**src/rtl/inst_prefetch_queue_if.sv**
```systemverilog
// Fetch-side bundle between ID/IF-ID and the prefetch queue, plus the instruction memory port.
// slave is the queue's view; master is the environment's view (ID stage, IF/ID and memory).
interface inst_prefetch_queue_if;
    logic        redirect;
    logic [31:0] redirect_pc;
    logic        pop;
    logic        inst_valid;
    logic [31:0] inst;
    logic [31:0] pc4;
    logic        imem_req;
    logic [31:0] imem_addr;
    logic        imem_ack;
    logic [31:0] imem_rdata;

    modport slave (
        input  redirect, redirect_pc, pop, imem_ack, imem_rdata,
        output inst_valid, inst, pc4, imem_req, imem_addr
    );

    modport master (
        output redirect, redirect_pc, pop, imem_ack, imem_rdata,
        input  inst_valid, inst, pc4, imem_req, imem_addr
    );
endinterface

```
**src/rtl/inst_prefetch_queue.sv**
```systemverilog
// Instruction prefetch queue: sequential req/ack fetches buffered into a DEPTH-entry FIFO, flushed on redirect.
// Latency: ack to head-visible is one cycle; backpressure: a request issues only when a slot is reserved for it.
module inst_prefetch_queue #(
    parameter int unsigned DEPTH    = 4,
    parameter logic [31:0] RESET_PC = 32'h0000_0000
) (
    input  logic                  clk,
    input  logic                  rst_n,
    inst_prefetch_queue_if.slave  bus
);
    localparam int unsigned PTR_W = (DEPTH > 1) ? $clog2(DEPTH) : 1;
    localparam int unsigned CNT_W = PTR_W + 1;
    localparam logic [CNT_W-1:0] DEPTH_C = CNT_W'(DEPTH);

    typedef enum logic [1:0] {IDLE, REQ, DROP} state_e;

    state_e            state_q, state_d;
    logic [CNT_W-1:0]  count_q, count_d, count_nxt;
    logic [PTR_W-1:0]  rd_ptr_q, rd_ptr_d, wr_ptr_q, wr_ptr_d;
    logic [31:0]       fetch_pc_q, fetch_pc_d;
    logic [31:0]       imem_addr_q, imem_addr_d;
    logic              imem_req_q;
    logic [31:0]       inst_mem_q [DEPTH];
    logic [31:0]       pc4_mem_q  [DEPTH];

    logic        push_w, pop_w, space_w, empty_w;
    logic [31:0] addr_inc_w;

    assign empty_w    = (count_q == '0);
    assign addr_inc_w = imem_addr_q + 32'd4;
    // Redirect squashes both the returning word and any same-cycle consume.
    assign push_w     = (state_q == REQ) && bus.imem_ack && !bus.redirect;
    assign pop_w      = bus.pop && !empty_w && !bus.redirect;
    assign count_nxt  = count_q + CNT_W'(push_w) - CNT_W'(pop_w);
    assign space_w    = (count_nxt < DEPTH_C);

    always_comb begin
        state_d     = state_q;
        count_d     = count_nxt;
        rd_ptr_d    = rd_ptr_q + PTR_W'(pop_w);
        wr_ptr_d    = wr_ptr_q + PTR_W'(push_w);
        fetch_pc_d  = fetch_pc_q;
        imem_addr_d = imem_addr_q;

        if (bus.redirect) begin
            count_d    = '0;
            rd_ptr_d   = '0;
            wr_ptr_d   = '0;
            fetch_pc_d = bus.redirect_pc;
            // An in-flight request cannot be cancelled, so its data must be swallowed later.
            if ((state_q != IDLE) && !bus.imem_ack) begin
                state_d = DROP;
            end else begin
                state_d = IDLE;
            end
        end else begin
            unique case (state_q)
                IDLE: begin
                    if (space_w) begin
                        state_d     = REQ;
                        imem_addr_d = fetch_pc_q;
                    end
                end
                REQ: begin
                    if (bus.imem_ack) begin
                        fetch_pc_d = addr_inc_w;
                        if (space_w) begin
                            imem_addr_d = addr_inc_w;
                        end else begin
                            state_d = IDLE;
                        end
                    end
                end
                DROP: begin
                    if (bus.imem_ack) begin
                        state_d = IDLE;
                    end
                end
                default: state_d = IDLE;
            endcase
        end
    end

    always_ff @(posedge clk) begin
        if (!rst_n) begin
            state_q     <= IDLE;
            count_q     <= '0;
            rd_ptr_q    <= '0;
            wr_ptr_q    <= '0;
            fetch_pc_q  <= RESET_PC;
            imem_addr_q <= '0;
            imem_req_q  <= 1'b0;
        end else begin
            state_q     <= state_d;
            count_q     <= count_d;
            rd_ptr_q    <= rd_ptr_d;
            wr_ptr_q    <= wr_ptr_d;
            fetch_pc_q  <= fetch_pc_d;
            imem_addr_q <= imem_addr_d;
            imem_req_q  <= (state_d != IDLE);
        end
    end

    always_ff @(posedge clk) begin
        if (push_w) begin
            inst_mem_q[wr_ptr_q] <= bus.imem_rdata;
            pc4_mem_q[wr_ptr_q]  <= addr_inc_w;
        end
    end

    assign bus.inst_valid = !empty_w;
    assign bus.inst       = empty_w ? 32'h0 : inst_mem_q[rd_ptr_q];
    assign bus.pc4        = empty_w ? 32'h0 : pc4_mem_q[rd_ptr_q];
    assign bus.imem_req   = imem_req_q;
    assign bus.imem_addr  = imem_addr_q;
endmodule

```
**src/flat_wrapper.sv**
```systemverilog
// flat-port wrapper written by rule: the top's interface ports become plain ports
module inst_prefetch_queue_flat 
#(
    parameter int unsigned DEPTH    = 4,
    parameter logic [31:0] RESET_PC = 32'h0000_0000
)
  (clk, rst_n, bus_redirect, bus_redirect_pc, bus_pop, bus_imem_ack, bus_imem_rdata, bus_inst_valid, bus_inst, bus_pc4, bus_imem_req, bus_imem_addr);
  inst_prefetch_queue_if bus_i ();
  input  logic clk;
  input  logic rst_n;
  input wire logic [$bits(bus_i.redirect)-1:0] bus_redirect;
  input wire logic [$bits(bus_i.redirect_pc)-1:0] bus_redirect_pc;
  input wire logic [$bits(bus_i.pop)-1:0] bus_pop;
  input wire logic [$bits(bus_i.imem_ack)-1:0] bus_imem_ack;
  input wire logic [$bits(bus_i.imem_rdata)-1:0] bus_imem_rdata;
  output wire logic [$bits(bus_i.inst_valid)-1:0] bus_inst_valid;
  output wire logic [$bits(bus_i.inst)-1:0] bus_inst;
  output wire logic [$bits(bus_i.pc4)-1:0] bus_pc4;
  output wire logic [$bits(bus_i.imem_req)-1:0] bus_imem_req;
  output wire logic [$bits(bus_i.imem_addr)-1:0] bus_imem_addr;
  assign bus_i.redirect = bus_redirect;
  assign bus_i.redirect_pc = bus_redirect_pc;
  assign bus_i.pop = bus_pop;
  assign bus_i.imem_ack = bus_imem_ack;
  assign bus_i.imem_rdata = bus_imem_rdata;
  assign bus_inst_valid = bus_i.inst_valid;
  assign bus_inst = bus_i.inst;
  assign bus_pc4 = bus_i.pc4;
  assign bus_imem_req = bus_i.imem_req;
  assign bus_imem_addr = bus_i.imem_addr;
  inst_prefetch_queue #(.DEPTH(DEPTH), .RESET_PC(RESET_PC)) u_core (.clk(clk), .rst_n(rst_n), .bus(bus_i));
endmodule
```
**config.mk**
```make
export PLATFORM = sky130hd
export DESIGN_NAME = inst_prefetch_queue_flat
export DESIGN_NICKNAME = d
export VERILOG_FILES = /design/src/rtl/inst_prefetch_queue_if.sv /design/src/rtl/inst_prefetch_queue.sv /design/src/flat_wrapper.sv
export SDC_FILE = /design/constraint.sdc
export NUM_CORES = 1
export LEC_CHECK = 0
export CAP_MARGIN = 40
export CORE_UTILIZATION = 56
export DETAILED_ROUTE_END_ITERATION = 10
export PLACE_DENSITY = 0.78
export SLEW_MARGIN = 20
export SYNTH_ARGS = -nofsm -noshare
export SYNTH_HDL_FRONTEND = slang
export SYNTH_SLANG_ARGS = --single-unit
```
**constraint.sdc**
```tcl
create_clock -name clk -period 10.8 [get_ports clk]
set_input_delay 2.16 -clock clk [delete_from_list [all_inputs] [get_ports clk]]
set_output_delay 2.16 -clock clk [all_outputs]
set_load 0.01 [all_outputs]
```
; ---- After elaboration in Yosys (flattened, before gate mapping)
; Memories as Yosys holds them, arrays and structs flattened. A register that Yosys moved wholly into a read port is not among the register bits.
; Index checks and enable logic that the tools add are counted.
; Widths: inputs -> output; s select.
[totals]
register_bits = 74
ramBits = 256
elab_cells = 60
n_memories = 2
[op_classes]
add_sub_neg = 5
n_lt_le_gt_ge = 1
n_eq_ne = 5
muxes = 20
bitwise_logic = 2
n_reduce_logical = 18
[memory_table]
columns = memory, words, word_bits, read_ports, rd_ports_with_merged_regs, wr, line
row1 = u_core.inst_mem_q, 4, 32, 1, 1, 1, inst_prefetch_queue.sv:23  ; logic [31:0] inst_mem_q [DEPTH];
row2 = u_core.pc4_mem_q, 4, 32, 1, 1, 1, inst_prefetch_queue.sv:24  ; logic [31:0] pc4_mem_q [DEPTH];
[op_table]
columns = op, n
row1 = $mux 32, 8
row2 = $pmux 32 s2, 1
row3 = $add 32x3->32 const B, 1
row4 = $mux 2, 8
row5 = $reduce_bool 2->1, 5
row6 = $pmux 2 s3, 1
row7 = $logic_and 1x1->1, 5
row8 = $reduce_and 5->1, 1
row9 = $add 2x1->2, 2
row10 = $ne 2x1->1 const B, 2
row11 = $add 3x1->3, 1
row12 = $logic_not 1->1, 3
row13 = $logic_not 3->1, 1
row14 = $lt 3x3->1 const B, 1
row15 = $sub 3x1->3, 1
row16 = $eq 2x1->1 const B, 1
row17 = $eq 2x2->1 const B, 1
row18 = $logic_not 2->1, 1
row19 = $mux 1, 2
row20 = $ne 2x2->1 const B, 1
row21 = $not 1->1, 2
row22 = $reduce_and 2->1, 1
row23 = $reduce_or 2->1, 1

; ---- Depth between registers and ports, before layout
; Gate-level depths: netlist (run 1).
[depth]
depth_word = 11
ltp_mapped = 13
mapped_depth_nobuf = 11

; ---- Worst setup path before layout (run 1)
; OpenSTA, ideal clock, no wires.
[synth_path]
kind = input -> register
from = in bus_imem_ack
to = mem u_core.inst_mem_q[0][0], enable pin
setup_time_ns = 0.644
t_arrival_ns = 8.971
t_required_ns = 10.156
path_slack_ns = 1.185
stages = 5
n_path_buf = 3
path_cell_list = clkbuf_1 nand3b_1 clkbuf_1 buf_1 nor4_1
[synth_via]
elab_chain_len = 4
[synth_lines]
columns = element, line
row1 = start: declaration, flat_wrapper.sv:14  ; input wire logic [$bits(bus_i.imem_ack)-1:0] bus_imem_ack;
row2 = $logic_and 1x1->1 (2 in series), inst_prefetch_queue.sv:32  ; assign push_w = (state_q == REQ) && bus.imem_ack && !bus.redirect;
row3 = $mux 1, inst_prefetch_queue.sv:105  ; if (push_w) begin
row4 = $mux 1 (not written as such), inst_prefetch_queue.sv:106  ; inst_mem_q[wr_ptr_q] <= bus.imem_rdata;
row5 = end: declaration, inst_prefetch_queue.sv:23
; No other way between the ends.

==> summary.md, run 1 <==
| Metric | Value |
|---|---|
| Mapped cell area | 0.01397 mm^2 |
| CTS tree | yes |
| Drt first pass iters | 6 |
| Die height | 159.9 um |
| Post-route ant nets | 0 |
| CTS Buf Count | 34 |
| Gate Count Post-Synth | 953 |
| Initial Util | 57.26% |
| Relative slew slack | 47.07% |
| Ys async rst share | 0% |
| Post-CTS Setup Inserts | 0 |
| Leakage | 0.005682 uW |
| Die Area | 0.02557 mm^2 |
| Maxcap violations | 0 |
| First-pass GRT wire length | 47.78 mm |
| CTS sink count | 330 |
| Worst-Skew Late Latency | 0.50 ns |
| Share of cells above drive strength 1 | 14.98% |
| WL/cell | 20.83 um |
| Fin Clk Skew | 0.01379 ns |
| Commonest non-fill, non-tap cell in the layout | edfxtp_1 |
| Vias in the first global route | 8462 |
| Setup CP Type | reg2out |
| Hold Slack | 0.4812 ns |
| Ys flop type | edfxtp_1 |
| Crit path required time | 8.64 ns |
| Post-synth EDFFs | 256 |
| Ant diodes | 0 |
| Final slew viol count | 0 |
| Final worst-path cycle share | 49.46% |
| Pwr Total | 2706 uW |
| Post-synthesis sequential area ratio | 65.65% |
| Syn Nets | 1026 |
| Core area | 0.02439 mm^2 |
| Count of different cell masters after synthesis | 73 |
| Layout fillers | 1651 |
| Area grow syn2layout | 22.86% |
| FP Rows | 57 |
| RSZ-0062 raised after global routing | no |
| Final non-filler cell total | 1459 |
| Power Dens Cells | 157.7 mW/mm^2 |
| Sequential Area | 0.009174 mm^2 |
| Startpoint types | flip-flop |
| Fin nets | 1183 |
| Avg Vias per Cell | 5.960 |
| Commonest cells after routing, fill and taps aside | edfxtp_1 (256), clkdlybuf4s50_1 (164), and2_1 (72), dfxtp_1 (72), mux4_2 (64) |
| Count of state elements after synthesis | 330 |
| GR Util met1 | 34.74% |
| CTS Hold Bufs | 0 |
| Final Hold Vio Count | 0 |
| WL final | 30.39 mm |
| DR DRC count | 0 |
| Met2 track demand over resource | 38.64% |
| Die width | 159.9 um |
| Iter 0 DRT Violations | 759 |
| CTS HTree Levels | 2 |
| Area of the multi-input gates | 0.004479 mm^2 |
| Min cycle time layout | 5.342 ns |
| Grt total ovfl | 0 |
| Dpl hpwl | 18.66 mm |
| IO Count | 167 |
| Yosys warns | 0 |
| Overall routing resource usage | 24.21% |
| Via count | 8695 |
| Worst setup EP type | primary output |
| # resized after CTS | 0 |
| Worst vdd ir | 0.1238 mV |
| CP Max Fanout | 25 |
| Worst Max-Slew Pin Slew | 0.7879 ns |
| GR met3 Demand/Resource | 3.948% |
| # placed instances | 1394 |
| Max clock buf depth | 3 |
| Mean Syn Cell Area | 14.65 um^2 |
| Worst EP arrival | 3.18 ns |
| Final setup fails | 0 |
| Clk pin slew, worst setup/hold paths | 0.06 ns |
| Initial antenna violation count | 0 |
| Total negative slack | 0 ns |
| GRT busiest layer | met2 |
| Worst hold path class | reg2reg |
| Highest clock rate | 187.2 MHz |
| Number of port buffers | 166 |
| Largest net degree at the start of global routing | 68 |
| Final GP Congestion | 0.8504 |
| Status | finished clean |
| CTS root buf | clkbuf_16 |
registers in the layout (all words and copies together), names as in the netlist:
| name | flops |
|---|---|
| u_core.bus.imem_req | 1 |
| u_core.state_q | 2 |
| u_core.count_q | 3 |
| u_core.fetch_pc_q | 32 |
| u_core.inst_mem_q | 128 |
| u_core.wr_ptr_q | 2 |
| u_core.pc4_mem_q | 128 |
| u_core.rd_ptr_q | 2 |
| u_core.bus.imem_addr | 32 |
worst paths after layout:
path / from / end / slack (ns) / cells after the start
hold reg to reg: u_core.fetch_pc_q[0] / u_core.bus.imem_addr[0] / 0.48 / 2
setup / recovery: u_core.rd_ptr_q[0] / bus_pc4[19] / 5.46 / 5
hold / removal: u_core.fetch_pc_q[0] / u_core.bus.imem_addr[0] / 0.48 / 2
setup reg to reg: u_core.count_q[1] / u_core.bus.imem_addr[13] / 7.30 / 12
stage by stage:
stage                     worst slack, ns  utilization, %  cell area (um^2)
final                               5.458           70.35             17160
after global routing                5.242           70.35             17160
after CTS                           5.296           70.10             17100
after detailed placement            4.817           65.60             16000
after global placement              4.642           65.06             15870
after floorplan                     1.185               -             13970
where the power goes:
| group | switching (uW) | leakage, uW | internal [uW] | total (uW) |
|---|---|---|---|---|
| Clock | 467 | 0.000522 | 672 | 1140 |
| Sequential | 20.8 | 0.00295 | 1390 | 1410 |
| Combinational | 83.1 | 0.00221 | 76.1 | 159 |
Yosys cell counts (all sizes together) (16+ instances only):
master  number  area share [%]
edfxtp     256              55
dfxtp       74              11
and2        72             3.2
mux4        64              10
nand2       59             1.6
o21ai       53             1.9
clkbuf      48             1.3
nor2        46             1.3
nand3       34             1.3
a21oi       25            0.90
buf         21            0.73
xnor2       17             1.1
inv         16            0.43
cell families (layout without fill, tap and decap cells):
logic type,Yosys count,in the layout,synth area share [%]
flops,330,330,65.65
simple gates,285,285,11.53
compound gates,143,143,6.675
buf+inv,85,267,2.464
mux,76,76,11.18
xor+xnor,30,30,2.087
fa+ha+maj,4,4,0.4121
critical path: stages (launching register included):
cell,delay (ns)
dfxtp_4,0.68
buf_4,0.50
buf_12,0.27
mux4_2,0.52
and2_1,0.18
clkdlybuf4s50_1,0.51
layout make-up:
type / instances / area share (%)
Multi-Input combinational cell: 538 / 26.10
Tap cell: 324 / 2.363
Clock inverter: 17 / 0.8458
Clock buffer: 44 / 5.542
Timing Repair Buffer: 190 / 11.33
Inverter: 16 / 0.3500
Sequential cell: 330 / 53.46
routing by layer:
layer	up-vias	wire length (um)
li1	3974	-
met1	4306	12760
met2	374	14700
met3	41	2375
met4	0	548
met5	-	0
Note: power is estimated with default switching activity, not from simulation.
==> inputs of run 2 (changes only) <==
- CORE_UTILIZATION: 56 -> 50
- PLACE_DENSITY: 0.78 -> 0.74
- clock period: 10.8 -> 4.5 ns (I/O delays scaled with it)
==> run 2 against run 1 <==
Sequential share of layout area shrank 0.21 points; routed wire length increased by 2.7%; clock power rose by 150%; clock-buffer cell count rose by 2; sequential power increased by 140%; flip-flop and latch count did not move; via count rose by 0.31%; hold slack got worse by 0.0011 ns.
==> summary.md, run 2 (synthesized netlist as in run 1, its figures left out) <==
| Metric | Value |
|---|---|
| Setup CP Type | reg2out |
| Core area | 0.02718 mm^2 |
| Switching Share | 20.60% |
| Worst r2r src | u_core.count_q[1] |
| CP Max Fanout | 21 |
| Die width | 169.1 um |
| Leakage | 0.005692 uW |
| Initial Util | 51.39% |
| GR met3 Demand/Resource | 3.895% |
| Overall routing resource usage | 22.43% |
| GRT busiest layer | met2 |
| WL final | 31.20 mm |
| Final non-filler cell total | 1506 |
| Share of cells above drive strength 1 | 14.81% |
| Final setup fails | 0 |
| Avg Vias per Cell | 5.792 |
| Setup slack, reg-to-reg | 1.18 ns |
| Status | finished clean |
| GR Util met1 | 31.11% |
| Part of the power in registers | 51.4% |
| Worst hold path class | reg2reg |
| Drt first pass iters | 5 |
| Startpoint types | flip-flop |
| Ant diodes | 0 |
| Worst EP arrival | 2.54 ns |
| Grt total ovfl | 0 |
| FP Rows | 60 |
| Final Hold Vio Count | 0 |
| Min cycle time layout | 3.440 ns |
| Initial antenna violation count | 0 |
| Switching pwr | 1354 uW |
| Worst-Skew Late Latency | 0.51 ns |
| CP Cell Sequence | buf_4 > mux4_2 > and2_1 > clkdlybuf4s50_1 |
| Commonest non-fill, non-tap cell in the layout | edfxtp_1 |
| Largest net degree at the start of global routing | 67 |
| CTS sink count | 330 |
| WHS Endpoint | u_core.bus.imem_addr[0] |
| Clk pin slew, worst setup/hold paths | 0.06 ns |
| DR DRC count | 0 |
| # placed instances | 1444 |
| Crit path required time | 3.60 ns |
| Iter 0 DRT Violations | 770 |
| Dpl hpwl | 19.29 mm |
| Fin Clk Skew | 0.01209 ns |
| CTS HTree Levels | 2 |
| Fin nets | 1181 |
| Commonest cells after routing, fill and taps aside | edfxtp_1 (256), clkdlybuf4s50_1 (164), and2_1 (72), dfxtp_1 (72), mux4_2 (64) |
| Final worst-path cycle share | 76.45% |
| Final slew viol count | 0 |
| Int Pwr | 5221 uW |
| Hold path start | u_core.fetch_pc_q[0] |
| Die Area | 0.02861 mm^2 |
| Final GP Congestion | 0.8765 |
| FF-to-FF path depth | 9 |
| Relative slew slack | 39.80% |
| Post-CTS Setup Inserts | 0 |
| Cells on Worst Hold Path | 2 |
| RR Endpoint | u_core.bus.imem_addr[18] |
| RSZ-0062 raised after global routing | no |
| CTS Buf Count | 34 |
| Highest clock rate | 290.7 MHz |
| Vias in the first global route | 8596 |
| Biggest regs | u_core.inst_mem_q x128, u_core.pc4_mem_q x128 |
| Total negative slack | 0 ns |
| # resized after CTS | 0 |
| Power Dens Cells | 381.6 mW/mm^2 |
| Via count | 8722 |
| Met2 track demand over resource | 36.80% |
| IO Count | 167 |
| Worst setup EP type | primary output |
| Power share of the clock group | 42.8% |
| Max stage delay on crit path | 0.58 ns |
| Die height | 169.1 um |
| Max clock buf depth | 3 |
| Post-route ant nets | 0 |
| CTS root buf | clkbuf_16 |
| CTS tree | yes |
| Worst vdd ir | 0.2100 mV |
| Crit path max-delay cell type | mux4_2 |
| Worst Max-Slew Pin Slew | 0.8989 ns |
| Area grow syn2layout | 23.37% |
| CTS Hold Bufs | 0 |
| Number of port buffers | 166 |
| WL/cell | 20.72 um |
| First-pass GRT wire length | 48.93 mm |
| Combinational power share | 5.8% |
| Maxcap violations | 0 |
## run 2: power groups by stage
stage,clock network [uW],logic (uW),registers (uW)
final,2820,382,3380
after global routing,2970,414,3380
after CTS,2870,381,3380
after detailed placement,0,378,3440
after floorplan,0,194,3430
after global placement,0,368,3440
## run 2: through the flow
step	cell area, um^2	hold WS [ns]	util [%]	power [uW]	worst slack, ns
global placement	16070	0.4600	59.12	3808	0.7308
detailed placement	16090	0.4641	59.22	3819	0.7018
floorplan	13990	0.4321	-	3624	0.3621
CTS	17230	0.4763	63.40	6624	0.9954
global route	17230	0.5160	63.40	6765	0.9229
finish	17230	0.4801	63.40	6576	1.060
## run 2: cell type report
class | count | area, um^2
Clock buffer | 46 | 989.7
Clock inverter | 16 | 147.6
Fill cell | 2056 | 9946
Inverter | 16 | 60.06
Multi-Input combinational cell | 538 | 4492
Sequential cell | 330 | 9176
Tap cell | 372 | 465.4
Timing Repair Buffer | 188 | 1899
## run 2: metal layers
metal,share of wire (%),vias to the layer above
met4,2.0,0
met5,0,-
met2,48,326
met1,43,4390
li1,-,3961
met3,6.9,45
## run 2: worst max path at each step
stage | startpoint | depth (start not counted) | slack, ns | end
after floorplan | bus_imem_ack | 5 | 0.36 | u_core.inst_mem_q[0][0]
after global placement | bus_pop | 9 | 0.73 | u_core.bus.imem_addr[10]
after detailed placement | bus_pop | 9 | 0.70 | u_core.bus.imem_addr[11]
after CTS | u_core.rd_ptr_q[0] | 4 | 1.0 | bus_inst[29]
after global routing | u_core.rd_ptr_q[0] | 4 | 0.92 | bus_inst[29]
final | u_core.rd_ptr_q[0] | 4 | 1.06 | bus_inst[29]
## run 2: worst max-delay path, delay by kind of cell, from the launching register on
kind | cells | cell delay [ns]
and+or+nand+nor | 1 | 0.19
buffers and inverters | 2 | 0.89
muxes | 1 | 0.58
DFF | 1 | 0.35
==> patch 1 (settings of run 2) <==
`DEPTH` is set to 4 in 2 places; all go to 8.
--- a/src/rtl/inst_prefetch_queue.sv
+++ b/src/rtl/inst_prefetch_queue.sv
@@ -2,5 +2,5 @@
 // Latency: ack to head-visible is one cycle; backpressure: a request issues only when a slot is reserved for it.
 module inst_prefetch_queue #(
-    parameter int unsigned DEPTH    = 4,
+    parameter int unsigned DEPTH    = 8,
     parameter logic [31:0] RESET_PC = 32'h0000_0000
 ) (
--- a/src/flat_wrapper.sv
+++ b/src/flat_wrapper.sv
@@ -2,5 +2,5 @@
 module inst_prefetch_queue_flat 
 #(
-    parameter int unsigned DEPTH    = 4,
+    parameter int unsigned DEPTH    = 8,
     parameter logic [31:0] RESET_PC = 32'h0000_0000
 )
Check against the original RTL: no difference found for any inputs over 4 cycles, from zero or initial values and one cycle with rst_n low; that may be too few to reach the edited logic, so the function may still have changed.
==> patch 1 against run 2 <==
Setup slack worse by 0.55 ns. Worst hold slack better by 0.0028 ns. Design area rose by 64%. Via count up 50%. The run now ends with DRC left. Power increased by 69%. Combinational power rose by 33%. Routed wire length rose by 62%. Global-route usage is 1.1 points lower. Final cell count increased by 46%. Register-to-register slack better by 0.02 ns. Die area is 70% higher. Synthesized area up 71%. Sequential cell count grew 259.
==> patch 1: results (changes against run 2) <==
- The flow ran to the end, but the final reports show violations.
- The checks that failed: DRC.
- The net count after synthesis was 1445 (+41%).
- The mean post-synth cell area is 17.4 um2 (+19%).
- The met1 layer usage reported by global route is 30.6% (-0.47 points).
- The routed length per placed instance was 22.9 um (+11%).
- The peak fanout along the critical path is 47 (+120%).
- The multi-input gate count came to 670 (+25%).
- The sequential area share after synthesis is 71.0% (+5.3 points).
- The first-pass iteration count of the detailed router came to 8 (+3).
- The sequential portion of the cell area is 60.0% (+6.7 points).
- The met3 global-route usage is 3.16% (-0.73 points).
- The relative max-transition margin is 41.1% (+1.3 points).
- The share of synthesized area spent on multiplexers was 15.1% (+3.9 points).
- The detailed placer's ending HPWL is 28700 um (+49%).
- The number of enable-type register cells in the synthesized netlist is 512 (+100%).
- The adder and majority cell fraction of the synthesized area was 0.504% (+0.092 points).
- The number of DRC markers in iteration 0 is 1288 (+67%).
- The share of final-layout standard cells stronger than drive strength 1 came to 17.8% (+3.0 points).
- The layout buffering overhead excluding clock cells was 7.56% (-3.5 points).
- The via count of the first global-routing pass is 13300 (+54%).
- The critical path's slowest cell is dfxtp_4.
- The weighted congestion reported at the end of routability-driven placement was 0.853 (-2.6%).
- In the final layout, the registers with the most flip-flops are u_core.inst_mem_q (256), u_core.pc4_mem_q (256).
- The non-filler instance count after layout is 2205 (+46%).
- The ratio of routed vias to standard cells is 5.93 (+2.3%).
- The final cell area excluding filler cells is 28200 um2 (+64%).
- The count of unresolved DRC violations after routing came to 16 (+16).
- The total met2 wirelength after detailed routing is 24200 um (+60%).
- The count of antenna diodes in the layout is 2 (+2).
- The number of fillers in the final layout is 3391 (+65%).
- The number of antenna violations at the first check in global routing is 1 (+1).
- The buffer count excluding the clock tree in the final layout is 211 (+12%).
- The number of buffers added by the clock tree synthesis step was 56 (+65%).
- In the post-synthesis netlist, the biggest area contributors are edfxtp_1, mux4_2, dfxtp_1.
- The total number of nets in the final design is 1628 (+38%).
- The global-route wire length before repair is 77300 um (+58%).
- The final sequential cell count is 589 (+78%).
- The leakage power total came to 0.00889 uW (+56%).
- The data arrival time of the worst path came to 3.09 ns (+0.55 ns).
- The placement-stage cell area is 26400 um2 (+64%).
[patch 1: cell types whose count changed in the layout (fill, tap and decap cells not counted), sizes merged, moves of 33 or more]
| cell | delta |
|---|---|
| clkbuf | +33 |
| mux4 | +64 |
| edfxtp | +256 |
| mux2i | +60 |
| and2 | -63 |
| nor2 | +78 |
[patch 1: path summary, 6_finish.rpt]
check                             from                       to  slack (ns)  cells after the start
hold / removal    u_core.fetch_pc_q[3]  u_core.bus.imem_addr[3]        0.48                      2
hold reg to reg   u_core.fetch_pc_q[3]  u_core.bus.imem_addr[3]        0.48                      2
setup reg to reg     u_core.count_q[2]  u_core.bus.imem_addr[7]        1.20                     13
setup / recovery    u_core.rd_ptr_q[0]              bus_pc4[24]        0.51                      5
[patch 1: power by group]
part | total [uW] | internal, uW | switching, uW
combinational | 509 | 223 | 286
clock | 4560 | 2610 | 1940
sequential | 6040 | 5980 | 55.3
total | 11100 | 8820 | 2290
==> patch 2 (flow settings as in run 2) <==
Without the edit above. Make the reset (`rst_n`) asynchronous in one clocked block.
--- a/src/rtl/inst_prefetch_queue.sv
+++ b/src/rtl/inst_prefetch_queue.sv
@@ -82,5 +82,5 @@
     end
 
-    always_ff @(posedge clk) begin
+    always_ff @(posedge clk or negedge rst_n) begin
         if (!rst_n) begin
             state_q     <= IDLE;
Formal check against the unedited RTL: differs if rst_n is asserted again (counterexample within 4 cycles, from zero or initial values and one cycle with rst_n low); with rst_n held inactive, the same outputs for 4 cycles.
==> patch 2 against run 2 <==
Routed wire length shrank 2.7%. Register-to-register slack lost 0.12 ns. Sequential cell count is the same. Final cell count shrank 1.4%. Setup slack lost 0.28 ns. Design area grew 0.64%. First-iteration DRC count shrank 5.6%. Worst hold slack lost 0.14 ns. Count of clock-buffer cells in the layout grew 2. Synthesized area grew 1.5%. Critical endpoint is now bus_pc4[12]. Largest cell class unchanged. Highest routed layer unchanged.
Power is not compared: it rests on default switching activity, and its combinational part moved more than twofold at a synthesized area within 25%.
==> patch 2: results (changes against run 2) <==
- The peak fanout along the critical path came to 20 (-4.8%).
- The net count after synthesis is 996 (-2.9%).
- The switching power total is 3120 uW.
- The count of cells along the worst register-to-register path is 12 (+3).
- The fraction of synthesis flops using an asynchronous set or reset pin is 22.4% (+22 points).
- After synthesis, the cell types taking the most area are edfxtp_1, dfrtp_1, mux4_2.
- The commonest cells after synthesis are edfxtp_1, dfrtp_1, and2_1, mux4_2, nand2_1.
- The endpoint of the worst setup timing path is bus_pc4[12].
- The global-route wire length before repair is 47300 um (-3.4%).
- The sequential area share after synthesis is 67.3% (+1.6 points).
- The number of distinct library cells after synthesis is 67 (-8.2%).
- The multi-input logic portion of the cell area is 25.3% (-0.79 points).
- The reg2reg setup slack is 1.06 ns (-0.12 ns).
- The most critical setup path has its startpoint at u_core.rd_ptr_q[0].
- The flow ran to the end, and the final reports show no timing, DRC or antenna violations.
- The via count of the first global-routing pass was 8568 (-0.33%).
- The detailed placer's ending HPWL is 19200 um (-0.27%).
- The total number of nets in the final design is 1157 (-2.0%).
- The portion of total power attributed to sequential cells is 42.6%.
- The xor and xnor fraction of the mapped netlist area is 1.70% (-0.38 points).
- The clock buffer instance count of the final layout is 48 (+4.3%).
- The min-delay analysis places its worst path in the category input port to asynchronous set/reset pin.
- The adder and majority cell fraction of the synthesized area is 0.582% (+0.17 points).
- The slowest stage of the critical path belongs to the cell dfrtp_4.
- The routed length per placed instance is 20.4 um (-1.4%).
- The worst register-to-register path begins at u_core.count_q[1].
- The global routing usage on met2 is 35.2% (-1.6 points).
- The multi-input gate count came to 514 (-4.5%).
- The data arrival time of the worst path is 2.82 ns (+0.28 ns).
- The overall global routing resource usage is 21.5% (-0.93 points).
- The layout inverter count without the clock tree is 14 (-2).
- The number of fillers in the final layout came to 2068 (+0.58%).
- The complex-gate fraction of the synthesized area is 5.69% (-0.98 points).
- In this run the critical register-to-register path is captured at u_core.bus.imem_addr[1].
- The ratio of routed vias to standard cells was 5.76 (-0.60%).
- The maximum cell stage delay along the critical path was 0.69 ns (+0.11 ns).
- The relative max-transition margin is 43.1% (+3.3 points).
- The register cell area after layout is 9540 um2 (+4.0%).
- The met3 global-route usage is 3.63% (-0.27 points).
- The weighted congestion reported at the end of routability-driven placement came to 0.880 (+0.34%).
patch 2: cell count changes after synthesis, sizes merged, moves of 7 or more:
cell / before / now
dfrtp: 0 / 74
a221o: 3 / 10
o21ai: 53 / 27
dfxtp: 74 / 0
nor3b: 4 / 17
nand3: 34 / 26
patch 2: metal layers:
layer	wire length, um	vias to the layer above	part of all wire, %
met3	1950	43	6.4
met4	533	0	1.8
li1	-	3875	-
met1	13200	4295	44
met5	0	-	0
met2	14700	336	48
patch 2: metrics by stage:
stage                     std cells  hold WS (ns)  power (uW)  setup slack (ns)  area, um2
final                          1485         0.336        9910             0.778      17300
after detailed placement       1423         0.494        7450             0.563      16300
after global placement         1422         0.504        7360             0.653      16300
after floorplan                 921         0.458        5970             0.295      14200
after CTS                      1484         0.347        9990             0.688      17300
after global routing           1485         0.363       10400             0.603      17300
patch 2: critical path: cells and delay by family (launching register included):
family	cells	cell delay, ns
buf+inv	2	0.88
flops	1	0.69
mux	1	0.54
simple gates	1	0.20
